<file path="src/rtl/ms_generator.sv">
// ----------------------------------------------------------------------------
// ms_generator
//
// Mine-field generator for the 8x8 minesweeper board. It answers the
// gen_reset/gen_done handshake from ms_controller. Each request clears the
// board, then drops exactly MINES mines on distinct cells chosen by a
// free-running 16-bit LFSR. If random placement runs out of its cycle budget,
// it fills the lowest free cells in order. The finished map is held with
// gen_done high until the next request.
//
// Ports:
//   clk        system clock, all logic on the rising edge
//   reset      synchronous, active-low reset
//   gen_reset  generation request, sampled every cycle
//   gen_done   registered, high while the mine map is complete and stable
//   mine       64-bit mine map, bit i = cell i (row i[5:3], col i[2:0])
//   placed     number of mines currently set in mine
// ----------------------------------------------------------------------------
module ms_generator #(
   parameter int          MINES   = 10,
   parameter logic [15:0] SEED    = 16'hACE1,
   parameter int          TIMEOUT = 1023
) (
   input  logic        clk,
   input  logic        reset,
   input  logic        gen_reset,
   output logic        gen_done,
   output logic [63:0] mine,
   output logic [6:0]  placed
);

   typedef enum logic [2:0] {
      IDLE,
      CLEAR,
      PLACE,
      FILL,
      DONE
   } state_t;

   localparam logic [6:0] MINES_L      = 7'(MINES);
   localparam logic [9:0] TIMEOUT_LAST = 10'(TIMEOUT - 1);

   state_t      state;
   logic [15:0] lfsr;
   logic [15:0] lfsr_next;
   logic [9:0]  timeout;
   logic [5:0]  idx;
   logic [5:0]  pos;
   logic        fb;
   logic        pos_free;
   logic        idx_free;
   logic [6:0]  placed_inc;

   // Fibonacci LFSR for x^16+x^14+x^13+x^11+1. An all-zero register would
   // stick forever, so it is forced back to a nonzero value.
   assign fb = lfsr[15] ^ lfsr[13] ^ lfsr[12] ^ lfsr[10];

   always_comb begin
      lfsr_next = {lfsr[14:0], fb};
      if (lfsr == 16'h0000) begin
         lfsr_next = 16'h0001;
      end
   end

   // The candidate cell comes from the register value before this cycle's
   // shift. The FILL scan looks at cell idx.
   assign pos        = lfsr[5:0];
   assign pos_free   = ~mine[pos];
   assign idx_free   = ~mine[idx];
   assign placed_inc = placed + 7'd1;

   // Main sequencer. The LFSR shifts every cycle in every state so that the
   // player's request timing feeds into the board layout. gen_done is
   // registered. It is set on the edge that enters DONE and cleared on the
   // edge that samples a request, so the controller never sees a stale done.
   always_ff @(posedge clk) begin
      if (!reset) begin
         state    <= IDLE;
         mine     <= '0;
         placed   <= '0;
         gen_done <= 1'b0;
         lfsr     <= SEED;
         timeout  <= '0;
         idx      <= '0;
      end else begin
         lfsr <= lfsr_next;
         case (state)
            IDLE: begin
               gen_done <= 1'b0;
               if (gen_reset) begin
                  state <= CLEAR;
               end
            end

            CLEAR: begin
               mine     <= '0;
               placed   <= '0;
               timeout  <= '0;
               idx      <= '0;
               gen_done <= 1'b0;
               state    <= PLACE;
            end

            PLACE: begin
               if (gen_reset) begin
                  state <= CLEAR;
               end else begin
                  timeout <= timeout + 10'd1;
                  // A collision leaves the map alone. Completion takes
                  // priority over the timeout fallback on the same cycle.
                  if (pos_free) begin
                     mine[pos] <= 1'b1;
                     placed    <= placed_inc;
                  end
                  if (pos_free && placed_inc == MINES_L) begin
                     state    <= DONE;
                     gen_done <= 1'b1;
                  end else if (timeout == TIMEOUT_LAST) begin
                     state <= FILL;
                  end
               end
            end

            FILL: begin
               if (gen_reset) begin
                  state <= CLEAR;
               end else begin
                  idx <= idx + 6'd1;
                  // MINES is at most 63, so the scan always finishes
                  // before idx wraps.
                  if (idx_free) begin
                     mine[idx] <= 1'b1;
                     placed    <= placed_inc;
                     if (placed_inc == MINES_L) begin
                        state    <= DONE;
                        gen_done <= 1'b1;
                     end
                  end
               end
            end

            DONE: begin
               if (gen_reset) begin
                  state    <= CLEAR;
                  gen_done <= 1'b0;
               end else begin
                  gen_done <= 1'b1;
               end
            end

            default: begin
               state    <= IDLE;
               gen_done <= 1'b0;
            end
         endcase
      end
   end

endmodule
</file>
<file path="config.mk">
export PLATFORM = sky130hd
export DESIGN_NAME = ms_generator
export DESIGN_NICKNAME = d
export VERILOG_FILES = /design/src/rtl/ms_generator.sv
export SDC_FILE = /design/constraint.sdc
export NUM_CORES = 1
export LEC_CHECK = 0
export CAP_MARGIN = 20
export CORE_ASPECT_RATIO = 0.5
export CORE_MARGIN = 5
export CORE_UTILIZATION = 30
export CTS_CLUSTER_SIZE = 12
export DETAILED_ROUTE_END_ITERATION = 16
export GPL_TIMING_DRIVEN = 1
export MAX_ROUTING_LAYER = met4
export PLACE_DENSITY = 0.51
export SYNTH_ARGS = -nofsm -noshare
export SYNTH_HDL_FRONTEND = slang
export SYNTH_SLANG_ARGS = --single-unit
</file>
<file path="constraint.sdc">
create_clock -name clk -period 4.6 [get_ports clk]
set_clock_uncertainty 0.05 [all_clocks]
set_input_delay 1.15 -clock clk [delete_from_list [all_inputs] [get_ports clk]]
set_output_delay 1.15 -clock clk [all_outputs]
set_load 0.05 [all_outputs]
</file>
==> key figures <==
Status
  – Outcome: complete, no violations

Logic synthesis
  – Synthesis Warnings: 0
  – Syn Inst Count: 754
  – Mapped Avg Cell Area: 8.08 µm²
  – Register area share after synthesis: 35.2%
  – Post-Syn Area: 6090 µm²
  – EDFF count, synth: 0
  – Async set-reset flop share out of synthesis: 0%
  – Syn_nets: 762
  – Yosys reg bits: 107
  – Netlist cell types: 63
  – Main synth FF type: dfxtp_1

Timing
  – Final Hold Fails: 0
  – Fmax: 0.272 GHz
  – Period utilization: 80.0%
  – Setup TNS: 0 ns
  – RSZ-0062 raised after global routing: no
  – Relative slew margins: 30.7%
  – Final setup vio count: 0
  – Post-layout min period: 3.68 ns
  – Slew Viols, Final: 0
  – Slew @ Worst Pin: 1.04 ns

Clock network
  – Root Driver: clkbuf_16
  – TritonCTS clock tree: yes
  – H-Tree Depth: 3
  – Max clock buf depth: 2
  – Skew-Pair Late Insertion Delay: 0.35 ns
  – Reg clk slew, reported paths: 0.07 ns
  – CTS sink count: 107
  – Hold buffers post-CTS: 0
  – CTS Buf Count: 9
  – Post_cts resized: 0
  – Post-CTS setup buffers: 0

Placed design
  – RePlAce Congestion: 0.903
  – Area after DPL: 6950 µm²
  – Port Buffers: 74
  – Detail Placement HPWL: 14500 µm

Power
  – Maximum VDD drop: 0.000183 V
  – Lkg Pwr: 2.21 nW
  – Cell Pwr Density: 280 nW/µm²

Cells and area
  – N_diodes: 0
  – Final #Nets: 794
  – Layout cells sized above 1: 8.09%
  – Most common cell after layout, fill and taps aside: nand2_1
  – Synthesis-to-finish area growth: 19.0%
  – Highest-count cells in the layout ignoring fill and taps: nand2_1 (158), dfxtp_1 (107), clkdlybuf4s50_1 (74), o22ai_1 (62), nor2_1 (51)
  – Design Area, Final: 7250 µm²
  – Post-Route Utilization: 36.8%

Floorplan
  – Initial Utilization: 30.9%
  – Die X: 211 µm
  – # rows: 36
  – Die height: 111 µm
  – Core area: 19700 µm²
  – Die Footprint: 23400 µm²
  – I/O pin count: 75

Worst setup path
  – Startpoint types: flop
  – Crit-path slowest cell: dfxtp_1
  – CP arrival: 3.90 ns
  – Worst EP required: 4.82 ns
  – Crit path buf inv count: 2
  – CP endpoint kind: flop
  – CP Cell Sequence: buf_4 -> mux4_2 -> a22oi_1 -> o211ai_1 -> a211o_1 -> nor4_2 -> nor2_4 -> buf_4 -> o31ai_4
  – Worst path most repeated cell: buf_4
  – WS Path Type: flop to flop
  – Slowest cell delay on critical path: 0.85 ns
  – Crit path max-delay family: compound AO/OA/AOI/OAI gates
  – Crit-path max FO: 64

Detailed routing
  – DR DRC count: 0
  – Via density: 5.60
  – Wirelength per Cell: 19.5 µm
  – DRT iter0 DRCs: 603
  – TritonRoute pass-1 iters: 5
  – Drt total wl: 20600 µm
  – Post-route ant nets: 0
  – Vias: 5915

GRT
  – Initial antenna violation count: 0
  – Largest net degree at the start of global routing: 65
  – Gr usage total: 17.4%
  – First-pass GRT wire length: 31900 µm
  – GRT overflow: 0
  – Vias in the first global route: 5499

Run
  – Max Cap Viol: 0

Hold path
  – Hold Path Class: flop to flop
[worst paths after layout]
kind / slack [ns] / cells past startpoint / end / start
worst min-delay path: 0.39 / 1 / lfsr[15] / lfsr[14]
worst min register to register: 0.39 / 1 / lfsr[15] / lfsr[14]
worst max register to register: 0.92 / 9 / mine[50] / lfsr[0]
worst max-delay path: 0.92 / 9 / mine[50] / lfsr[0]
[cells in the mapped netlist, drive strengths merged (3+ instances only)]
cell,count,share of area (%)
a211oi,5,0.62
a21oi,17,1.4
a221o,3,0.49
a221oi,3,0.43
a22oi,3,0.37
a31oi,3,0.31
a32oi,3,0.43
and2,6,0.62
and3,4,0.41
buf,22,2.4
clkbuf,40,2.5
dfxtp,107,35
ha,5,1.0
inv,13,0.80
mux2,3,0.55
mux2i,8,1.3
mux4,24,8.9
nand2,158,9.7
nand2b,13,1.3
nand3,21,1.7
nand3b,8,0.99
nand4,6,0.62
nand4b,3,0.43
nor2,52,3.2
nor2b,9,0.92
nor3,11,0.90
nor4,8,0.92
o211ai,3,0.37
o21ai,70,5.8
o22ai,62,6.4
o31ai,6,0.97
o41ai,3,0.74
or3,7,0.72
or3b,4,0.58
or4,3,0.37
xnor2,3,0.43
xor2,11,1.6
[stage by stage]
stage	total power, mW	std cells	hold slack [ns]	setup slack [ns]
global placement	1.27	1041	0.364	1.07
floorplan	1.20	754	0.351	1.85
global route	2.11	1057	0.422	0.727
detailed placement	1.27	1041	0.373	0.940
CTS	2.05	1057	0.397	0.939
finish	2.03	1057	0.394	0.920
[cells by family after synthesis]
group                    count (synthesis)  share of synthesized area, %
AND/OR/NAND/NOR                        321                          24.8
AO/OA/AOI/OAI                          197                          20.6
flip-flops                             107                          35.2
buffers and inverters                   75                          5.67
multiplexers                            35                          10.7
XOR/XNOR                                14                          2.01
adder cells (fa/ha/maj)                  5                          1.03
[routing by layer]
layer	up-vias	GRT usage (%)	share of wire [%]
met4	0	4.72	2.0
met5	-	-	0
met3	38	4.24	7.5
li1	2805	-	-
met2	227	25.2	44
met1	2845	24.2	47
[worst reg2reg max path: stages, from the launching register on]
cell,delay [ns]
dfxtp_1,0.85
buf_4,0.35
mux4_2,0.54
a22oi_1,0.24
o211ai_1,0.13
a211o_1,0.36
nor4_2,0.38
nor2_4,0.06
buf_4,0.30
o31ai_4,0.34
[report_power, final]
| group | internal (mW) | leakage, nW | switching [mW] |
|---|---|---|---|
| clock | 0.382 | 0.135 | 0.393 |
| combinational | 0.0787 | 1.20 | 0.189 |
| sequential | 0.942 | 0.867 | 0.0439 |
[state kept, by name, indices dropped and copies added, names as in the netlist]
name / count
mine: 64
idx: 6
gen_done: 1
timeout: 10
lfsr: 16
placed: 7
state: 3
[layout make-up]
| cell class | count | area, µm² |
|---|---|---|
| sequential | 107 | 2140 |
| timing repair buffer | 83 | 821 |
| clock buffer | 9 | 225 |
| multi-input combinational | 572 | 3610 |
| tap | 266 | 333 |
| fill | 2005 | 12400 |
| inverter | 13 | 48.8 |
| clock inverter | 7 | 70.1 |
(Power assumes the default switching activity.)
